==> src/rtl/id_ex_stage.sv <==
// id_ex_stage
//
// ID/EX pipeline register for the pipelined RV32I core, with the load-use
// hazard detector. Captures the decode-stage control bundle, operands and
// register indices and presents them to EX one cycle later.
//
// Ports
//   clk, reset            rising-edge clock, synchronous active-high reset
//   *_id                  decode-stage control bundle, funct fields, register
//                         indices, operands, immediate and PC
//   flush_i               branch/jump resolved taken in EX: kill the ID instruction
//   hold_i                global freeze, every register keeps its value
//   stall_o               combinational: freeze PC and IF/ID this cycle
//   *_ex                  registered copy of every *_id input
//   valid_ex              EX slot holds a real instruction (0 = bubble)
//
// Control fields (regwrite, memread, memwrite, branch, memtoreg, alusrc,
// auipc, aluop, valid) clear on a bubble. Data fields are loaded even on a
// bubble since they are don't-care while valid_ex is 0.

module id_ex_stage #(
  parameter int DATA_W = 32,
  parameter int PC_W   = 9
) (
  input  logic              clk,
  input  logic              reset,

  input  logic [6:0]        opcode_id,
  input  logic              alusrc_id,
  input  logic              memtoreg_id,
  input  logic              regwrite_id,
  input  logic              memread_id,
  input  logic              memwrite_id,
  input  logic              branch_id,
  input  logic              auipc_id,
  input  logic [2:0]        aluop_id,
  input  logic [2:0]        funct3_id,
  input  logic [6:0]        funct7_id,
  input  logic [4:0]        rs1_id,
  input  logic [4:0]        rs2_id,
  input  logic [4:0]        rd_id,
  input  logic [DATA_W-1:0] rd1_id,
  input  logic [DATA_W-1:0] rd2_id,
  input  logic [DATA_W-1:0] imm_id,
  input  logic [PC_W-1:0]   pc_id,

  input  logic              flush_i,
  input  logic              hold_i,
  output logic              stall_o,

  output logic [6:0]        opcode_ex,
  output logic              alusrc_ex,
  output logic              memtoreg_ex,
  output logic              regwrite_ex,
  output logic              memread_ex,
  output logic              memwrite_ex,
  output logic              branch_ex,
  output logic              auipc_ex,
  output logic [2:0]        aluop_ex,
  output logic [2:0]        funct3_ex,
  output logic [6:0]        funct7_ex,
  output logic [4:0]        rs1_ex,
  output logic [4:0]        rs2_ex,
  output logic [4:0]        rd_ex,
  output logic [DATA_W-1:0] rd1_ex,
  output logic [DATA_W-1:0] rd2_ex,
  output logic [DATA_W-1:0] imm_ex,
  output logic [PC_W-1:0]   pc_ex,
  output logic              valid_ex
);

  localparam logic [6:0] OP_R      = 7'b0110011;
  localparam logic [6:0] OP_STORE  = 7'b0100011;
  localparam logic [6:0] OP_BRANCH = 7'b1100011;
  localparam logic [6:0] OP_JAL    = 7'b1101111;
  localparam logic [6:0] OP_LUI    = 7'b0110111;
  localparam logic [6:0] OP_AUIPC  = 7'b0010111;

  logic rs1_used;
  logic rs2_used;
  logic rs1_match;
  logic rs2_match;
  logic hazard;
  logic load_bubble;
  logic load_data;

  // Which source fields of the ID instruction are real register reads.
  // Unused fields hold immediate bits and must not raise a false stall.
  always_comb begin
    rs1_used = 1'b1;
    rs2_used = 1'b0;
    case (opcode_id)
      OP_JAL, OP_LUI, OP_AUIPC:  rs1_used = 1'b0;
      OP_R, OP_STORE, OP_BRANCH: rs2_used = 1'b1;
      default: ;
    endcase
  end

  assign rs1_match = rs1_used && (rs1_id == rd_ex);
  assign rs2_match = rs2_used && (rs2_id == rd_ex);

  // A load into x0 produces nothing to forward, so it never stalls.
  assign hazard = valid_ex && memread_ex && (rd_ex != 5'd0) &&
                  (rs1_match || rs2_match);

  // Flush wins over both hold and hazard; under hold the upstream is already
  // frozen and the hazard is re-evaluated once the hold releases.
  assign stall_o = hazard && !flush_i && !hold_i;

  assign load_bubble = flush_i || (!hold_i && hazard);
  assign load_data   = flush_i || !hold_i;

  always_ff @(posedge clk) begin
    if (reset) begin
      opcode_ex   <= '0;
      alusrc_ex   <= 1'b0;
      memtoreg_ex <= 1'b0;
      regwrite_ex <= 1'b0;
      memread_ex  <= 1'b0;
      memwrite_ex <= 1'b0;
      branch_ex   <= 1'b0;
      auipc_ex    <= 1'b0;
      aluop_ex    <= '0;
      funct3_ex   <= '0;
      funct7_ex   <= '0;
      rs1_ex      <= '0;
      rs2_ex      <= '0;
      rd_ex       <= '0;
      rd1_ex      <= '0;
      rd2_ex      <= '0;
      imm_ex      <= '0;
      pc_ex       <= '0;
      valid_ex    <= 1'b0;
    end else begin
      if (load_data) begin
        opcode_ex <= opcode_id;
        funct3_ex <= funct3_id;
        funct7_ex <= funct7_id;
        rs1_ex    <= rs1_id;
        rs2_ex    <= rs2_id;
        rd_ex     <= rd_id;
        rd1_ex    <= rd1_id;
        rd2_ex    <= rd2_id;
        imm_ex    <= imm_id;
        pc_ex     <= pc_id;
      end

      if (load_bubble) begin
        alusrc_ex   <= 1'b0;
        memtoreg_ex <= 1'b0;
        regwrite_ex <= 1'b0;
        memread_ex  <= 1'b0;
        memwrite_ex <= 1'b0;
        branch_ex   <= 1'b0;
        auipc_ex    <= 1'b0;
        aluop_ex    <= '0;
        valid_ex    <= 1'b0;
      end else if (!hold_i) begin
        alusrc_ex   <= alusrc_id;
        memtoreg_ex <= memtoreg_id;
        regwrite_ex <= regwrite_id;
        memread_ex  <= memread_id;
        memwrite_ex <= memwrite_id;
        branch_ex   <= branch_id;
        auipc_ex    <= auipc_id;
        aluop_ex    <= aluop_id;
        valid_ex    <= 1'b1;
      end
    end
  end

endmodule

==> config.mk <==
export PLATFORM = sky130hd
export DESIGN_NAME = id_ex_stage
export DESIGN_NICKNAME = d
export VERILOG_FILES = /design/src/rtl/id_ex_stage.sv
export SDC_FILE = /design/constraint.sdc
export NUM_CORES = 1
export LEC_CHECK = 0
export ABC_AREA = 1
export ABC_CLOCK_PERIOD_IN_PS = 1430
export CAP_MARGIN = 30
export CORE_UTILIZATION = 35
export DETAILED_ROUTE_END_ITERATION = 6
export PLACE_DENSITY = 0.73
export RECOVER_POWER = 25
export SETUP_SLACK_MARGIN = 0.2
export SYNTH_ARGS = -nofsm -noshare
export SYNTH_HDL_FRONTEND = slang
export SYNTH_SLANG_ARGS = --single-unit
export TNS_END_PERCENT = 5
==> constraint.sdc <==
create_clock -name clk -period 1.43 [get_ports clk]
set_clock_uncertainty 0.2 [all_clocks]
set_input_delay 0.3575 -clock clk [delete_from_list [all_inputs] [get_ports clk]]
set_output_delay 0.3575 -clock clk [all_outputs]
set_load 0.02 [all_outputs]
==> out/summary.txt <==
Status = finished, violations left
Failing checks = design-rule violations, negative setup slack
Clk_lat worst skew = 0.41 ns
Fin util = 66.6%
CTS H-tree lvls = 4
Yosys cell types = 19
Worst-Margin Slew = 0.369 ns
Grt total ovfl = 0
Most frequent CP cell = nand2_1
I/O pin cnt = 300
Clock Tree Buf Depth = 2
Yosys reg bits = 148
Critical-path top delay cell = dfxtp_4
Die area = 15,700 µm²
Hold Crit Class = input port to flip-flop
Sequential share of the synthesized area = 55.7%
Synthesized net count = 825
Clock period minus worst slack = 2.15 ns
Pins Over Slew Limit = 0
CP peak stage delay = 0.39 ns
GP Congestion = 0.809
Main synth FF type = dfxtp_1
Slew Limit Headroom = 75.4%
Psw = 0.00278 W
Post-route clock period utilization = 150%
Row cnt = 44
WHS Path Cells = 3
Synth area leaders = dfxtp_1 (56%), nand2_1 (20%), a21oi_1 (12%)
Pleak = 4.31 nW
Power Dens Cells = 1080 nW/µm²
Layout Area Growth over Synthesis = 84.0%
Total power = 0.0106 W
Final Hold Viols = 0
GRT Util Overall = 22.4%
Die H = 125 µm
Buffers on Ports = 299
CTS Buf Count = 17
Sequential share of power = 43.5%
Endpoint class of the critical path = output port
Detailed placer's ending HPWL = 12,100 µm
Fmax achieved = 0.466 GHz
CTS Root Buffer Type = clkbuf_16
Residual DRC = 16
Vias in the first global route = 5,464
Crit path DAT = 1.59 ns
Share of cells above drive strength 1 = 40.2%
RSZ-0062 raised after global routing = yes
Yosys warnings = 0
Vias = 5,541
CP Cell Sequence = xnor2_2 > nand2_1 > nor2_2 > nand2_1 > nand2_2 > nand2_4 > nor2_4 > buf_6
Core Region = 14,700 µm²
CTS Sinks = 148
VDD IR-drop max = 1.04 mV
Largest net degree at the start of global routing = 69
Synth top area share = 55.7%
Vias per cell = 4.69
Design area = 9790 µm²
Antenna viol nets, final = 0
Initial antenna violation count = 1
Worst EP required = 0.87 ns
Worst-path clk slew = 0.06 ns
Post-CTS Hold Buffers = 0
Initial Util = 36.2%
CTS tree = built
Mapped Area = 5320 µm²
Max_cap viols = 0
Drt wl/cell = 14.8 µm
Clock share of power = 37.4%
Switch share = 26.3%
Critical path class = flip-flop to output port
Leading area contributor after synthesis = dfxtp_1
Setup Viol. Count Final = 26
Final worst-path setup slack = -0.717 ns
First drt pass iteration count = 7
Reg2reg path depth = 11
Combinational share of power = 19.1%
Post-synth EDFFs = 0
Placed cell area = 8770 µm²
Most frequent cell after synthesis = nand2_1
CP Max Fanout = 4
Startpoint types = flip-flop
Syn_area_per_cell = 7.89 µm²
Initial DRC count = 229
Synth Instances = 674
Cell Int Power = 0.00781 W
First-pass GRT wire length = 27,500 µm
Asr flop ratio synth = 0%
Die X = 125 µm
Drt total wl = 17,500 µm
Nets = 1,136
Synth cell count leaders = nand2_1 (281), dfxtp_1 (148), a21oi_1 (131)
## cell families (layout without fill, tap and decap cells)
| group | after synthesis | after routing | synth area share (%) |
|---|---|---|---|
| compound gates | 137 | 137 | 13.2 |
| xor+xnor | 8 | 8 | 1.32 |
| buf+inv | 56 | 379 | 4.87 |
| flops | 148 | 148 | 55.7 |
| mux | 10 | 10 | 1.88 |
| other cells | 0 | 1 | 0 |
| simple gates | 315 | 315 | 23.0 |
## state kept, by name, indices dropped and copies added, names as in the netlist
register	flops
regwrite_ex	1
funct7_ex	7
funct3_ex	3
memread_ex	1
rd_ex	5
branch_ex	1
rd2_ex	32
opcode_ex	7
auipc_ex	1
imm_ex	32
valid_ex	1
aluop_ex	3
rd1_ex	32
rs1_ex	5
alusrc_ex	1
pc_ex	9
rs2_ex	5
memtoreg_ex	1
memwrite_ex	1
## worst paths after layout
check,start,end,slack [ns]
max,rd_ex[3],stall_o,-0.72
max reg2reg,rd_ex[3],memwrite_ex,-0.35
min reg2reg,opcode_ex[2],opcode_ex[2],0.27
min,rs1_id[4],rs1_ex[4],0.09
## final cells by class
class | instances | area, µm²
Antenna cell | 1 | 2.50
Clock buffer | 22 | 464
Clock inverter | 9 | 56.3
Fill cell | 1185 | 4910
Inverter | 10 | 37.5
Multi-Input combinational cell | 470 | 2220
Sequential cell | 148 | 3160
Tap cell | 184 | 230
Timing Repair Buffer | 338 | 3610
## metal layers
layer  vias up  part of all wire, %  GRT usage [%]
met5         -                    0              0
met4         0                  3.3           10.0
met3        39                  8.4           9.07
met2       205                   49           37.6
met1      2513                   40           24.8
li1       2784                    -              -
## layout by cell type, fill, tap and decap left out, types with 3 or more instances in the layout
cell type,n
nand2_1,277
buf_6,156
dfxtp_2,143
clkdlybuf4s50_1,132
a21oi_1,122
buf_4,23
clkbuf_16,18
nor2_1,14
nor2_2,12
dlygate4sd2_1,11
mux2i_1,10
a21oi_2,9
inv_1,8
buf_12,8
a211oi_1,6
dlymetal6s2s_1,6
clkinv_2,5
dfxtp_4,5
xnor2_2,4
nand4_1,3
nor2_4,3
clkbuf_1,3
## per-stage QoR
step	setup TNS (ns)	setup slack, ns	hold WS (ns)	std cells
2_1_floorplan	-0.111	-0.111	0.291	674
5_1_grt	-10.68	-0.801	0.0782	1182
3_5_place_dp	-102.86	-1.34	0.250	1147
6_report	-5.02	-0.717	0.0934	1182
4_1_cts	-30.48	-0.731	0.121	1178
3_3_place_gp	-101.65	-1.34	0.248	1147
## worst max-delay path: cells and delay by family (launching register included)
family / cells / cell delay [ns]
and+or+nand+nor: 6 / 0.55
DFF: 1 / 0.39
xor gates and xnor gates: 1 / 0.12
buffers and inverters: 1 / 0.12
## power groups by stage
stage	logic (W)	clock network, W	registers [W]
after floorplan	0.000490	0	0.00490
after global placement	0.00194	0	0.00459
after detailed placement	0.00195	0	0.00460
after CTS	0.00201	0.00404	0.00461
after global routing	0.00217	0.00425	0.00464
final	0.00202	0.00396	0.00461
## repair_timing
item / 4_1_cts / 5_1_grt
gates cloned: 0 / 1
endpoints found under the setup margin: 297 / 297
resized for setup: 1026 / 53
setup buffers: 0 / 2
pin swaps: 11 / 26
Power figures use the tool's default switching activity.
